===== src/rtl/demux_rr_scheduler.sv =====
// Round-robin sequencing controller for a 1x8 demux: accepts one word, picks an enabled channel, holds it until accepted.
// Optional STALL_TIMEOUT_EN: drop the held word after TIMEOUT stalled SEND cycles.
module demux_rr_scheduler #(
  parameter int DW      = 8,
  parameter int TIMEOUT = 16
) (
  input  logic          clk,
  input  logic          rst_n,
  input  logic [7:0]    en_mask,
  input  logic          in_valid,
  input  logic [DW-1:0] in_data,
  output logic          in_ready,
  input  logic [7:0]    ch_ready,
  output logic [7:0]    out_valid,
  output logic [DW-1:0] out_data,
  output logic [2:0]    sel,
  output logic [15:0]   xfer_cnt,
  output logic          drop
);

  typedef enum logic [1:0] {IDLE, ARB, SEND} state_t;

  state_t     state;
  logic [2:0] ptr;
  logic       grant_found;
  logic [2:0] grant;
  logic [2:0] idx;
  logic       sel_ready;
  logic       timeout_hit;

  if (TIMEOUT < 1 || TIMEOUT > 255) begin : g_bad_timeout
    $error("demux_rr_scheduler: TIMEOUT must be in 1..255");
  end

  assign in_ready  = (state == IDLE);
  assign sel_ready = ch_ready[sel];

  // Scan from the farthest offset down so the channel closest to ptr wins.
  always_comb begin
    grant_found = 1'b0;
    grant       = ptr;
    idx         = ptr;
    for (int k = 7; k >= 0; k--) begin
      idx = ptr + 3'(k);
      if (en_mask[idx]) begin
        grant_found = 1'b1;
        grant       = idx;
      end
    end
  end

`ifdef STALL_TIMEOUT_EN
  logic [7:0] wait_cnt;

  assign timeout_hit = (wait_cnt == 8'(TIMEOUT - 1));

  // Counter restarts every time SEND is entered; drop is a registered one-cycle pulse.
  always_ff @(posedge clk or negedge rst_n) begin
    if (!rst_n) begin
      wait_cnt <= '0;
      drop     <= 1'b0;
    end else begin
      drop <= (state == SEND) && !sel_ready && timeout_hit;
      if (state != SEND) begin
        wait_cnt <= '0;
      end else if (!sel_ready) begin
        wait_cnt <= wait_cnt + 8'd1;
      end
    end
  end
`else
  assign timeout_hit = 1'b0;
  assign drop        = 1'b0;
`endif

  always_ff @(posedge clk or negedge rst_n) begin
    if (!rst_n) begin
      state     <= IDLE;
      ptr       <= '0;
      sel       <= '0;
      out_valid <= '0;
      out_data  <= '0;
      xfer_cnt  <= '0;
    end else begin
      case (state)
        IDLE: begin
          if (in_valid) begin
            out_data <= in_data;
            state    <= ARB;
          end
        end
        ARB: begin
          if (grant_found) begin
            sel       <= grant;
            out_valid <= 8'b1 << grant;
            state     <= SEND;
          end
        end
        SEND: begin
          // A transfer on the same edge as the timeout takes precedence.
          if (sel_ready) begin
            out_valid <= '0;
            ptr       <= sel + 3'd1;
            xfer_cnt  <= xfer_cnt + 16'd1;
            state     <= IDLE;
          end else if (timeout_hit) begin
            out_valid <= '0;
            ptr       <= sel + 3'd1;
            state     <= IDLE;
          end
        end
        default: begin
          state     <= IDLE;
          out_valid <= '0;
        end
      endcase
    end
  end

endmodule


===== config.mk =====
export PLATFORM = sky130hd
export DESIGN_NAME = demux_rr_scheduler
export DESIGN_NICKNAME = d
export VERILOG_FILES = /design/src/rtl/demux_rr_scheduler.sv
export SDC_FILE = /design/constraint.sdc
export NUM_CORES = 1
export LEC_CHECK = 0
export ABC_AREA = 0
export CELL_PAD_IN_SITES_DETAIL_PLACEMENT = 1
export CELL_PAD_IN_SITES_GLOBAL_PLACEMENT = 2
export CORE_MARGIN = 2
export CORE_UTILIZATION = 40
export CTS_BUF_LIST = sky130_fd_sc_hd__clkbuf_8 sky130_fd_sc_hd__clkbuf_16
export CTS_CLUSTER_SIZE = 10
export DETAILED_ROUTE_END_ITERATION = 8
export DONT_BUFFER_PORTS = 1
export MAX_ROUTING_LAYER = met4
export PLACE_DENSITY_LB_ADDON = 0.08
export SYNTH_ARGS = -nofsm -noshare
export SYNTH_HDL_FRONTEND = slang
export SYNTH_SLANG_ARGS = --single-unit

===== constraint.sdc =====
create_clock -name clk -period 3.69 [get_ports clk]
set_input_delay 1.107 -clock clk [delete_from_list [all_inputs] [get_ports clk]]
set_output_delay 1.107 -clock clk [all_outputs]
set_load 0.01 [all_outputs]

==> metrics.txt, run 1 <==
PostCTS Resize Cnt=0; vias per cell=5.92; CP Capture Type=flip-flop; Compound-Gate Fraction of Synth Area=0.170; crit path cell chain=inv_4, ha_1, mux2i_1, mux4_2, o32ai_4, o21ai_0, a31oi_1, a32o_1; reg2reg path depth=8; CTS sink cnt=40; area delta synth->final=6.03%; delay of the slowest cell on the worst path=0.63 ns; async set or reset register ratio after synthesis=1.00; Post-synth EDFFs=0; relative slew slack=0.517; Post-Synth Adder-Cell Area=0.0174; number of fill cells=between 700 and 800; via count=roughly 2200; CTS Root Cell=clkbuf_8; commonest register cell after synthesis=dfrtp_1; number of global-route vias before repair=roughly 2300; worst-case clock buffer depth=2; CP delay by family, top=compound AO/OA/AOI/OAI gates; synthesized instance count=269; I/O Buffers=0; Non-Filler Instances=around 370; endpoints failing setup=0; Post-CTS Setup Bufs=0; cell area after synthesis=about 0.0029 mm^2; initial antenna violation count=0; Num CTS Buffers=5; actual slew at the worst max-slew pin=slightly above 0.7 ns; CTS tree=yes; die width=88.9 um; worst r2r src=ptr[0]; die area=a little under 0.008 mm^2; commonest non-fill, non-tap cell in the layout=dfrtp_1; Achievable Freq=slightly above 300 MHz; antenna cells=0; Unique masters post-synth=a little over 60; gr usage total=0.204; Critical Path AT=between 3 and 4 ns; Initial Util=0.420; maximum vdd drop=0.371 mV; largest family of logic cells by synthesized area=multiplexers; drt total wl=7530 um; Core Util, Final=0.445; Worst Path Class, Setup=flip-flop to flip-flop; HP Class=primary input to async pin; largest net degree at the start of global routing=just over 40; post-synthesis xor/xnor area fraction=0.0633; clk_lat worst skew=around 0.29 ns; outcome=complete, no violations; Hold Fails Final Rpt=0; total grt overflow=0; clk_skew=about 0.014 ns; Setup crit start=ptr[0]; Post-Synth Simple-Gate Area=0.114; H-tree levels=2; Chip Height=a little under 90 um; DR WL/cell=between 20 and 25 um; Clock Pin Slew Worst Setup and Hold Paths=0.08 ns; Tmin final=3.28 ns; post-synthesis register bit count=40; layout cells sized above 1=0.213; Max-Cap Viols=0; slowest CP cell=ha_1; Synth Warn #=0; final RePlAce weighted congestion=a little under 0.9; Ports=between 60 and 70; core area=slightly below 0.007 mm^2; mux share of post-synthesis cell area=0.239; number of remaining DRC errors=0; Critical Path Fanout Max=14; Placement Rows=30; Pre-Repair DR Iteration Count=4; leakage=about 1.3 nW; Hold-fix buffers, CTS=0; commonest non-fill, non-tap cells in the layout=dfrtp_1, nand2_1, mux2i_1; critical path depth=8; setup TNS=0 ns; Final Max Tran Viols=0; Iter 0 DRT Violations=87; sequential-to-total area share from yosys stat=0.347; Crit path required time=between 3 and 4 ns; PwrDens=968 mW/mm^2; DRT antenna net count=0; Startpoint Class=flip-flop; post-placement cell count=360; RSZ-0062 raised after global routing=false; Mapped Avg Cell Area=10.7 um^2; Syn Nets=300; Post-DP HPWL=roughly 5800 um; Period Utilization, post-route=0.889; Buf/Inv on CP=1; first-pass GRT wire length=between 10000 and 15000 um; Layout Nets=between 300 and 400
[Yosys cell counts (2+ instances only)]
cell,n,area (um^2)
nand3_1,12,60.1
o22ai_1,3,18.8
o21ai_0,15,75.1
buf_6,3,33.8
inv_1,6,22.5
buf_2,2,10.0
and3_1,2,12.5
nor2b_1,2,12.5
a31oi_1,4,25.0
a211oi_1,2,15.0
xnor2_1,14,123
nand2b_1,2,12.5
mux4_1,3,78.8
and2_1,2,12.5
a21oi_1,7,35.0
ha_1,4,50.1
dfrtp_1,40,1000
mux4_2,7,158
nand2_1,22,82.6
xor2_1,5,43.8
a32o_1,9,90.1
mux2i_1,22,220
a31o_2,3,26.3
nor2_1,17,63.8
nand4_1,2,12.5
buf_4,2,15.0
nor4_1,2,12.5
a22oi_1,2,15.0
mux2_2,16,180
clkbuf_1,6,22.5
[final timing paths]
| check | slack [ns] | to |
|---|---|---|
| hold reg to reg | 0.50 | state[0] |
| setup / recovery | 0.41 | out_valid[5] |
| max in group asynchronous | 3.07 | sel[0] |
| min in group clk | 0.50 | state[0] |
| hold / removal | 0.50 | xfer_cnt[13] |
| setup reg to reg | 0.41 | out_valid[5] |
[routing by layer]
metal,GRT usage,part of all wire,up-vias
met1,0.285,0.49,1110
met2,0.310,0.46,49
met5,-,0,-
met3,0.0369,0.039,7
met4,0.0482,0.011,0
li1,-,-,1011
[through the flow]
step | worst slack (ns) | hold WS, ns | area [um^2] | total power [W]
final | 0.411 | 0.501 | 3060 | 0.00296
after global routing | 0.231 | 0.480 | 3060 | 0.00318
after CTS | 0.439 | 0.489 | 3060 | 0.00297
after detailed placement | 0.453 | 0.495 | 2970 | 0.00267
after global placement | 0.494 | 0.495 | 2970 | 0.00265
after floorplan | 0.686 | 0.451 | 2880 | 0.00226
[state kept, by name, summed over array words and instances, names as in the netlist]
name       count
xfer_cnt      16
out_data       8
out_valid      8
ptr            3
sel            3
state          2
[cells by family after synthesis]
| kind of cell | count (synthesis) |
|---|---|
| XOR/XNOR | 20 |
| other | 1 |
| AO/OA/AOI/OAI | 61 |
| AND/OR/NAND/NOR | 69 |
| adder cells (fa/ha/maj) | 4 |
| buffers and inverters | 23 |
| multiplexers | 51 |
| flip-flops | 40 |
[final cells by class]
class / count / area (um^2) / area share
flip-flops and latches: 40 / 1000 / 0.327
repair buffers: 10 / 75.1 / 0.0245
clock buffers: 5 / 68.8 / 0.0225
multi-input cells: 206 / 1740 / 0.570
well taps: 96 / 120 / 0.0393
clock inverters: 3 / 18.8 / 0.00614
inverters: 8 / 32.5 / 0.0106
[where the power goes]
part | leakage (nW) | switching (W) | internal [W] | total, W
clock | 0.0479 | 0.000158 | 0.000132 | 0.000290
combinational | 0.688 | 0.00106 | 0.000821 | 0.00188
sequential | 0.519 | 0.000217 | 0.000575 | 0.000792
total | 1.25 | 0.00143 | 0.00153 | 0.00296
(Power assumes the default switching activity.)
==> run 2, diff against run 1 <==
--- a/config.mk
+++ b/config.mk
@@ -6,11 +6,9 @@
 export NUM_CORES = 1
 export LEC_CHECK = 0
 export ABC_AREA = 0
-export CELL_PAD_IN_SITES_DETAIL_PLACEMENT = 1
-export CELL_PAD_IN_SITES_GLOBAL_PLACEMENT = 2
 export CORE_MARGIN = 2
-export CORE_UTILIZATION = 40
-export CTS_BUF_LIST = sky130_fd_sc_hd__clkbuf_8 sky130_fd_sc_hd__clkbuf_16
+export CORE_UTILIZATION = 45
+export CTS_BUF_LIST = sky130_fd_sc_hd__clkbuf_16
 export CTS_CLUSTER_SIZE = 10
 export DETAILED_ROUTE_END_ITERATION = 8
 export DONT_BUFFER_PORTS = 1
==> run 2 against run 1 <==
Worst hold slack better by 0.0068 ns. Total power up 3.0%. Critical path type unchanged. Largest cell class unchanged. Clock-buffer cell count unchanged. Non-clock buffer count down 5. Core utilization up 4.5 points. Setup slack better by 0.13 ns. Highest routed layer unchanged. Global-route usage down 0.51 points.
==> metrics.txt, run 2 (same netlist as run 1, synthesis figures left out) <==
outcome=complete, no violations; final RePlAce weighted congestion=0.817 (-7.3%); core area=0.00628 mm^2 (-8.6%); Switching Share=0.448 (-0.0362); Final Max Tran Viols=0 (unchanged); CTS Root Cell=clkbuf_16; area delta synth->final=6.68%; Multi-input gate area=0.00174 mm^2 (unchanged); CTS sink cnt=40 (unchanged); Critical Path Fanout Max=14 (unchanged); endpoints failing setup=0 (unchanged); Reg-to-Reg End=out_valid[4]; first-pass GRT wire length=10900 um (-8.5%); Worst Path Class, Setup=flip-flop to flip-flop; vias per cell=6.16 (+4.1%); die area=0.00707 mm^2 (-11%); Buf/Inv on CP=1 (unchanged); layout cells sized above 1=0.199 (-0.0147); Ports=64 (unchanged); Reg2Reg Setup Slack=0.54 ns (+0.13 ns); DR WL/cell=19.1 um (-6.8%); number of remaining DRC errors=0 (unchanged); commonest non-fill, non-tap cell in the layout=dfrtp_1; Reg power frac=0.254 (-0.014); Tmin final=3.15 ns (-0.126 ns); biggest regs=xfer_cnt: 16 flops, out_data: 8 flops, out_valid: 8 flops; clk_lat worst skew=0.28 ns (about the same); actual slew at the worst max-slew pin=0.691 ns (-0.0337 ns); die width=84.1 um (-5.5%); commonest non-fill, non-tap cells in the layout=dfrtp_1, nand2_1, mux2i_1; worst-case clock buffer depth=2 (unchanged); CP delay by family, top=compound AO/OA/AOI/OAI gates; Placement Rows=29 (-3.3%); Hold Fails Final Rpt=0 (unchanged); Clock power frac=0.160 (+0.062); largest net degree at the start of global routing=41 (unchanged); number of fill cells=601 (-23%); Non-Filler Instances=344 (-6.5%); number of global-route vias before repair=2154 (-5.7%); drt total wl=6560 um (-13%); Post-CTS Setup Bufs=0 (unchanged); CP Capture Type=flip-flop; relative slew slack=0.539 (+0.0215); Pre-Repair DR Iteration Count=4 (unchanged); Max-Cap Viols=0 (unchanged); Post-DP HPWL=4870 um (-16%); Critical Path AT=3.32 ns (-0.18 ns); antenna cells=0 (unchanged); H-tree levels=2 (unchanged); Int Pwr=0.00168 W (+10%); Period Utilization, post-route=0.855 (-0.0341); gr usage total=0.199 (-0.00506); Iter 0 DRT Violations=87 (unchanged); Clock Pin Slew Worst Setup and Hold Paths=0.06 ns (-0.02 ns); PwrDens=991 mW/mm^2 (+2.4%); Hold-fix buffers, CTS=0 (unchanged); clk_skew=0.00469 ns (-0.00912 ns); Layout Nets=297 (-1.7%); Chip Height=84.1 um (-5.5%); largest reg by FF count=xfer_cnt; maximum vdd drop=0.394 mV (+6.3%); Switch Pwr=0.00136 W (-4.7%); leakage=1.26 nW (+0.68%); via count=2119 (-2.7%); post-placement cell count=336 (-6.7%); CTS tree=yes; HP Class=primary input to async pin; delay of the slowest cell on the worst path=0.64 ns (about the same); max reg flops=16 (unchanged); Crit path required time=3.86 ns (-0.05 ns); total grt overflow=0 (unchanged); Storage cell area=0.00100 mm^2 (unchanged); reg2reg path depth=9 (+1); PostCTS Resize Cnt=0 (unchanged); Num CTS Buffers=5 (unchanged); DRT antenna net count=0 (unchanged); I/O Buffers=0 (unchanged); Achievable Freq=317 MHz (+4.0%); crit path cell chain=inv_2, ha_1, mux2i_1, mux4_2, o32ai_4, o21ai_2, a31oi_4, xnor2_1, a32o_1; Initial Util=0.459 (+0.0396); power share of the combinational group=0.586 (-0.048); initial antenna violation count=0 (unchanged); setup TNS=0 ns (unchanged); Startpoint Class=flip-flop; RSZ-0062 raised after global routing=false; slowest CP cell=ha_1; worst r2r src=ptr[1]
run 2: cell type report:
cell class | count | share of cell area
multi-input cells | 206 | 0.566
flip-flops and latches | 40 | 0.325
clock buffers | 5 | 0.0407
well taps | 77 | 0.0313
clock inverters | 3 | 0.0138
repair buffers | 5 | 0.0122
inverters | 8 | 0.0106
run 2: how the worst max path moves through the flow:
stage	startpoint	end	slack [ns]	cells past startpoint
final	ptr[1]	out_valid[4]	0.54	9
after global routing	ptr[1]	out_valid[0]	0.32	8
after CTS	ptr[1]	out_valid[4]	0.51	9
after detailed placement	ptr[1]	out_valid[4]	0.52	9
after global placement	en_mask[4]	out_valid[4]	0.50	7
after floorplan	en_mask[2]	out_valid[6]	0.69	8
run 2: metal layers:
metal	part of all wire	GRT usage	wire length [um]	up-vias
li1	-	-	-	997
met1	0.42	0.247	2760	1033
met2	0.49	0.318	3230	75
met3	0.059	0.0396	385	14
met4	0.028	0.0836	182	0
met5	0	-	0	-
run 2: worst reg2reg max path, cell delays in order (launching register included):
cell	delay, ns
dfrtp_1	0.39
inv_2	0.18
ha_1	0.64
mux2i_1	0.17
mux4_2	0.56
o32ai_4	0.31
o21ai_2	0.12
a31oi_4	0.20
xnor2_1	0.18
a32o_1	0.31
run 2: stage by stage:
step	hold slack (ns)	utilization	power, W	instance area [um^2]	setup slack, ns
after CTS	0.506	0.490	0.00308	3080	0.512
after detailed placement	0.497	0.463	0.00258	2910	0.520
after floorplan	0.451	-	0.00226	2880	0.686
final	0.508	0.490	0.00305	3080	0.536
after global routing	0.503	0.490	0.00328	3080	0.319
after global placement	0.491	0.463	0.00257	2910	0.501
run 2: power by group through the flow:
stage               registers, W  clock network (W)  logic [W]
floorplan               0.000741                  0    0.00152
global placement        0.000789                  0    0.00178
detailed placement      0.000790                  0    0.00179
CTS                     0.000781           0.000501    0.00179
global route            0.000799           0.000519    0.00196
finish                  0.000775           0.000487    0.00179
